`src/rtl/frequency_pattern_generator.sv`:
```
// frequency_pattern_generator: line-scanned 8-bit pixel source with three square-wave pixels
// and start/stop framing, launched by trigger while enabled.
module frequency_pattern_generator #(
    parameter int CLOCK_FREQUENCY     = 100000000,
    parameter int PIXEL_CLOCK_DIVIDER = 4,
    parameter int LINE_LENGTH         = 1024,
    parameter int PIXEL0_INDEX        = 15,
    parameter int PIXEL1_INDEX        = 511,
    parameter int PIXEL2_INDEX        = 1023,
    parameter int PIXEL0_FREQUENCY    = 9000,
    parameter int PIXEL1_FREQUENCY    = 15000,
    parameter int PIXEL2_FREQUENCY    = 25000,
    parameter int RUN_CYCLES          = 1000000,
    parameter int STOP_HOLD_CYCLES    = 16
) (
    input  logic       s00_axi_aclk,
    input  logic       s00_axi_aresetn,
    input  logic       enable,
    input  logic       trigger,
    output logic [7:0] data,
    output logic       pixel_clock,
    output logic       start,
    output logic       stop,
    output logic       busy
);
    localparam int DW  = $clog2(PIXEL_CLOCK_DIVIDER);
    localparam int PW  = ($clog2(LINE_LENGTH) > 10) ? $clog2(LINE_LENGTH) : 10;
    localparam int HP0 = CLOCK_FREQUENCY / (2 * PIXEL0_FREQUENCY);
    localparam int HP1 = CLOCK_FREQUENCY / (2 * PIXEL1_FREQUENCY);
    localparam int HP2 = CLOCK_FREQUENCY / (2 * PIXEL2_FREQUENCY);
    localparam logic [2:0][31:0] HP = {32'(HP2), 32'(HP1), 32'(HP0)};
    localparam logic [2:0][PW-1:0] PIX_IDX = {PW'(PIXEL2_INDEX), PW'(PIXEL1_INDEX), PW'(PIXEL0_INDEX)};
    localparam logic [DW-1:0] DIV_LAST = DW'(PIXEL_CLOCK_DIVIDER - 1);
    localparam logic [DW-1:0] DIV_HALF = DW'(PIXEL_CLOCK_DIVIDER / 2);

    if (HP0 < 1 || HP1 < 1 || HP2 < 1) begin : g_hp_check
        $error("channel half period below one clock cycle");
    end

    typedef enum logic [1:0] {IDLE, START, RUN, STOP} state_t;

    state_t           state_q;
    logic [DW-1:0]    div_cnt_q, div_cnt_d;
    logic [PW-1:0]    pixel_cnt_q, pixel_cnt_d;
    logic [31:0]      run_cnt_q;
    logic [2:0][31:0] hp_cnt_q;
    logic [2:0]       level_q;
    logic [7:0]       data_q, data_d;
    logic             pclk_q, start_q, stop_q, busy_q;
    logic             div_wrap;

    // Data reloads at the pixel boundary, using the new pixel index and current levels.
    always_comb begin
        div_wrap    = div_cnt_q == DIV_LAST;
        div_cnt_d   = div_wrap ? '0 : div_cnt_q + 1'b1;
        pixel_cnt_d = !div_wrap ? pixel_cnt_q
                    : (pixel_cnt_q == PW'(LINE_LENGTH - 1)) ? '0 : pixel_cnt_q + 1'b1;
        data_d      = div_wrap ? 8'h00 : data_q;
        for (int k = 0; k < 3; k++)
            if (div_wrap && level_q[k] && pixel_cnt_d == PIX_IDX[k]) data_d = 8'hFF;
    end

    always_ff @(posedge s00_axi_aclk or negedge s00_axi_aresetn) begin
        if (!s00_axi_aresetn) begin
            state_q     <= IDLE;
            div_cnt_q   <= '0;
            pixel_cnt_q <= '0;
            run_cnt_q   <= '0;
            hp_cnt_q    <= '0;
            level_q     <= '0;
            data_q      <= 8'h00;
            pclk_q      <= 1'b0;
            start_q     <= 1'b0;
            stop_q      <= 1'b0;
            busy_q      <= 1'b0;
        end else begin
            start_q <= 1'b0;
            case (state_q)
                IDLE: if (trigger && enable) begin
                    state_q <= START;
                    start_q <= 1'b1;
                    busy_q  <= 1'b1;
                end
                START: begin
                    state_q     <= RUN;
                    div_cnt_q   <= '0;
                    pixel_cnt_q <= '0;
                    run_cnt_q   <= '0;
                    hp_cnt_q    <= '0;
                    level_q     <= '0;
                    data_q      <= 8'h00;
                    pclk_q      <= 1'b0;
                end
                RUN: begin
                    run_cnt_q   <= run_cnt_q + 1'b1;
                    div_cnt_q   <= div_cnt_d;
                    pixel_cnt_q <= pixel_cnt_d;
                    data_q      <= data_d;
                    pclk_q      <= div_cnt_d >= DIV_HALF;
                    for (int k = 0; k < 3; k++) begin
                        hp_cnt_q[k] <= (hp_cnt_q[k] == HP[k] - 1) ? '0 : hp_cnt_q[k] + 1'b1;
                        level_q[k]  <= level_q[k] ^ (hp_cnt_q[k] == HP[k] - 1);
                    end
                    if (!enable || run_cnt_q == 32'(RUN_CYCLES - 1)) begin
                        state_q   <= STOP;
                        run_cnt_q <= '0;
                        stop_q    <= 1'b1;
                        data_q    <= 8'h00;
                        pclk_q    <= 1'b0;
                    end
                end
                STOP: begin
                    run_cnt_q <= run_cnt_q + 1'b1;
                    if (run_cnt_q == 32'(STOP_HOLD_CYCLES - 1)) begin
                        state_q <= IDLE;
                        stop_q  <= 1'b0;
                        busy_q  <= 1'b0;
                    end
                end
                default: state_q <= IDLE;
            endcase
        end
    end

    assign data        = data_q;
    assign pixel_clock = pclk_q;
    assign start       = start_q;
    assign stop        = stop_q;
    assign busy        = busy_q;
endmodule

```
`config.mk`:
```
export PLATFORM = sky130hd
export DESIGN_NAME = frequency_pattern_generator
export DESIGN_NICKNAME = d
export VERILOG_FILES = /design/src/rtl/frequency_pattern_generator.sv
export SDC_FILE = /design/constraint.sdc
export NUM_CORES = 1
export LEC_CHECK = 0
export ABC_AREA = 1
export BUFFER_PORTS_ARGS = -buffer_cell sky130_fd_sc_hd__buf_2
export CORE_ASPECT_RATIO = 0.8
export CORE_UTILIZATION = 64
export DETAILED_ROUTE_END_ITERATION = 6
export PLACE_DENSITY = 0.77
export SKIP_CTS_REPAIR_TIMING = 1
export SYNTH_ARGS = -nofsm -noshare
export SYNTH_HDL_FRONTEND = slang
export SYNTH_SLANG_ARGS = --single-unit
```
`constraint.sdc`:
```
create_clock -name s00_axi_aclk -period 2.5 [get_ports s00_axi_aclk]
set_input_delay 0.25 -clock s00_axi_aclk [delete_from_list [all_inputs] [get_ports s00_axi_aclk]]
set_output_delay 0.25 -clock s00_axi_aclk [all_outputs]
set_load 0.1 [all_outputs]
```
==> metrics <==
status=completed; Net Sw Frac=41.1%; Pre-antenna DRT Iters=6; Mapped Cells=1,498; first-pass GRT wire length=about 44 mm; # rows=40; post-synthesis cell area=roughly 10,000 um2; GRT Total Usage=34.5%; Setup Viol. Count Final=0; post-synthesis compound-gate area fraction=5.94%; H-tree levels=4; Primary FF master, synth=dfrtp_1; final wirelength=26.3 mm; Mapped Nets=1,514; ys async rst share=100%; Synth Area in XOR/XNOR=3.98%; post-route ant nets=0; via count=9,930; clock-pin slew on the worst setup and hold paths=0.06 ns; simple-gate share of the synthesized area=41.8%; Core ar.=15,300 um2; pin count of the biggest net entering global routing=96; Die Area=16,300 um2; Initial Util=66.4%; Internal=4.54 mW; DRT iter0 DRCs=1,099; most common cell after layout, fill and taps aside=nand2_1; CP Capture Type=flip-flop; Tmin final=2.16 ns; Sink Count=150; Placer Congestion=0.964; wire per inst=15.3 um; GR Overflow Total=0; Final Power=roughly 7.7 mW; pre-CTS WS=slightly below 0.4 ns; via-per-instance ratio=5.78; largest family of logic cells by synthesized area=simple AND/OR/NAND/NOR gates; Max VDD drop=0.684 mV; Worst Tran Pin Value=between 0.5 and 0.6 ns; PwrDens=705 nW/um2; Reg power frac=~34%; port bufs=15; hpwl dp=roughly 19 mm; CTS tree=done; Max Slew Vio Count=0; antenna violations before repair=0; max_slew headroom=between 50% and 60%; CP Max Fanout=95; Req. time, crit path=~2.8 ns; P_sw=3.17 mW; RSZ-0062 raised after global routing=false; most frequent cells in the layout=nand2_1, nor2_1, inv_1; post-synthesis register bit count=150; Critical Path Start Type=flip-flop; # fillers=around 1,300; Mean Syn Cell Area=6.76 um2; n_diodes=0; mux cell area share after synthesis=0%; die height=between 100 and 150 um; Worst EP arrival=2.48 ns; Synth cell types=45; Core Util, Final=between 70% and 80%; Area Growth Syn to Fin=7.87%; Final Hold Fails=0; Root Driver=clkbuf_16; DRC viols=0; Die X=143 um; Bufs on Longest Clock Path=2; CTS buffer count=17; synthesized-area fraction occupied by adder cells=1.48%; post-route clock period utilization=86.3%; logic gate share of total power=between 30% and 40%; sequential fraction of the synthesis area=37.0%; max-capacitance violation count=0; final worst slack=0.343 ns; io pins=16; yosys warns=0; number of global-route vias before repair=a little over 9,000; worst clock skew=0.00829 ns; NumNets Final=1,511; Setup CP Type=reg -> reg; share of layout cells above drive strength 1=6.70%; Setup Total Neg Slack=0 ns; Worst Hold Class=in -> reg; clk_lat worst skew=about 0.43 ns; clock share of power=between 30% and 40%; Fmax=0.464 GHz; Post-synth EDFFs=0; Lkg Pwr=just under 5 nW
## through the flow
| step | cells | hold slack (ns) | cell area [um2] |
|---|---|---|---|
| 6_report | 1717 | 0.0974 | 10900 |
| 5_1_grt | 1717 | 0.106 | 10900 |
| 3_3_place_gp | 1685 | 0.269 | 10400 |
| 3_5_place_dp | 1685 | 0.273 | 10400 |
| 4_1_cts | 1716 | -0.181 | 10900 |
| 2_1_floorplan | 1498 | -0.0456 | 10100 |
## final cells by class
type / instances / area (um2) / share of cell area (%)
clock inverters: 8 / 101 / 0.927
inverters: 198 / 743 / 6.80
flip-flops and latches: 150 / 3750 / 34.3
well taps: 210 / 263 / 2.40
clock buffers: 23 / 458 / 4.19
multi-input cells: 1102 / 5410 / 49.5
repair buffers: 26 / 204 / 1.87
## cells in the mapped netlist (3+ instances only)
library cell / number / area share [%]
nand2_1: 375 / 14
nor2_1: 210 / 7.8
inv_1: 188 / 7.0
dfrtp_1: 150 / 37
nand3_1: 139 / 6.9
nand4_1: 88 / 5.4
o21ai_0: 73 / 3.6
nor3_1: 57 / 2.8
xor2_1: 35 / 3.0
nor4_1: 23 / 1.4
buf_2: 16 / 0.79
ha_1: 12 / 1.5
clkbuf_1: 11 / 0.41
xnor2_1: 11 / 0.95
buf_1: 10 / 0.37
nor2_2: 10 / 0.62
a21oi_1: 9 / 0.44
or2_2: 8 / 0.49
buf_4: 7 / 0.52
inv_2: 7 / 0.26
nor3_2: 5 / 0.49
o22ai_1: 5 / 0.31
nand2_2: 4 / 0.25
o21ai_1: 4 / 0.20
o31ai_1: 4 / 0.30
clkinv_1: 3 / 0.11
nand3_2: 3 / 0.30
## logic make-up after synthesis
| kind of cell | Yosys count |
|---|---|
| fa+ha+maj | 12 |
| simple gates | 936 |
| buf+inv | 246 |
| flops | 150 |
| xor+xnor | 46 |
| compound gates | 108 |
## worst paths after layout
| kind | start | end | slack (ns) | depth (start not counted) |
|---|---|---|---|---|
| max | state_q[1] | hp_cnt_q[84] | 0.34 | 8 |
| min | trigger | start | 0.1 | 3 |
| max reg2reg | state_q[1] | hp_cnt_q[84] | 0.34 | 8 |
| min reg2reg | busy | busy | 0.47 | 2 |
| max in group asynchronous | s00_axi_aresetn | hp_cnt_q[93] | 1.43 | 3 |
| min in group asynchronous | s00_axi_aresetn | run_cnt_q[10] | 0.37 | 2 |
## registers in the layout, indices dropped and copies added, names as in the netlist
name,count
run_cnt_q,32
pixel_cnt_q,10
pixel_clock,1
hp_cnt_q,96
state_q,2
start,1
data,1
stop,1
level_q,3
div_cnt_q,2
busy,1
## worst max-delay path: stages, from the launching register on
cell     delay (ns)
dfrtp_1        0.42
inv_1          0.11
ha_4           0.49
buf_12         0.36
nand2_1        0.15
nor2_1         0.23
nand3_1        0.11
nand2_1        0.08
nor2_1         0.04
## power groups by stage
| stage | clock network [mW] | registers [mW] | logic, mW |
|---|---|---|---|
| 2_1_floorplan | 0 | 2.80 | 1.63 |
| 3_5_place_dp | 0 | 2.68 | 2.52 |
| 3_3_place_gp | 0 | 2.67 | 2.50 |
| 5_1_grt | 2.63 | 2.66 | 2.78 |
| 4_1_cts | 2.53 | 2.64 | 2.54 |
| 6_report | 2.50 | 2.64 | 2.57 |
## routing by layer
metal | up-vias | part of all wire (%) | GRT usage [%]
li1 | 4879 | - | -
met2 | 419 | 43 | 51.2
met5 | - | 0 | 0
met3 | 25 | 8.6 | 7.03
met4 | 0 | 0.84 | 7.96
met1 | 4607 | 48 | 51.5
Note: power is estimated with default switching activity, not from simulation.
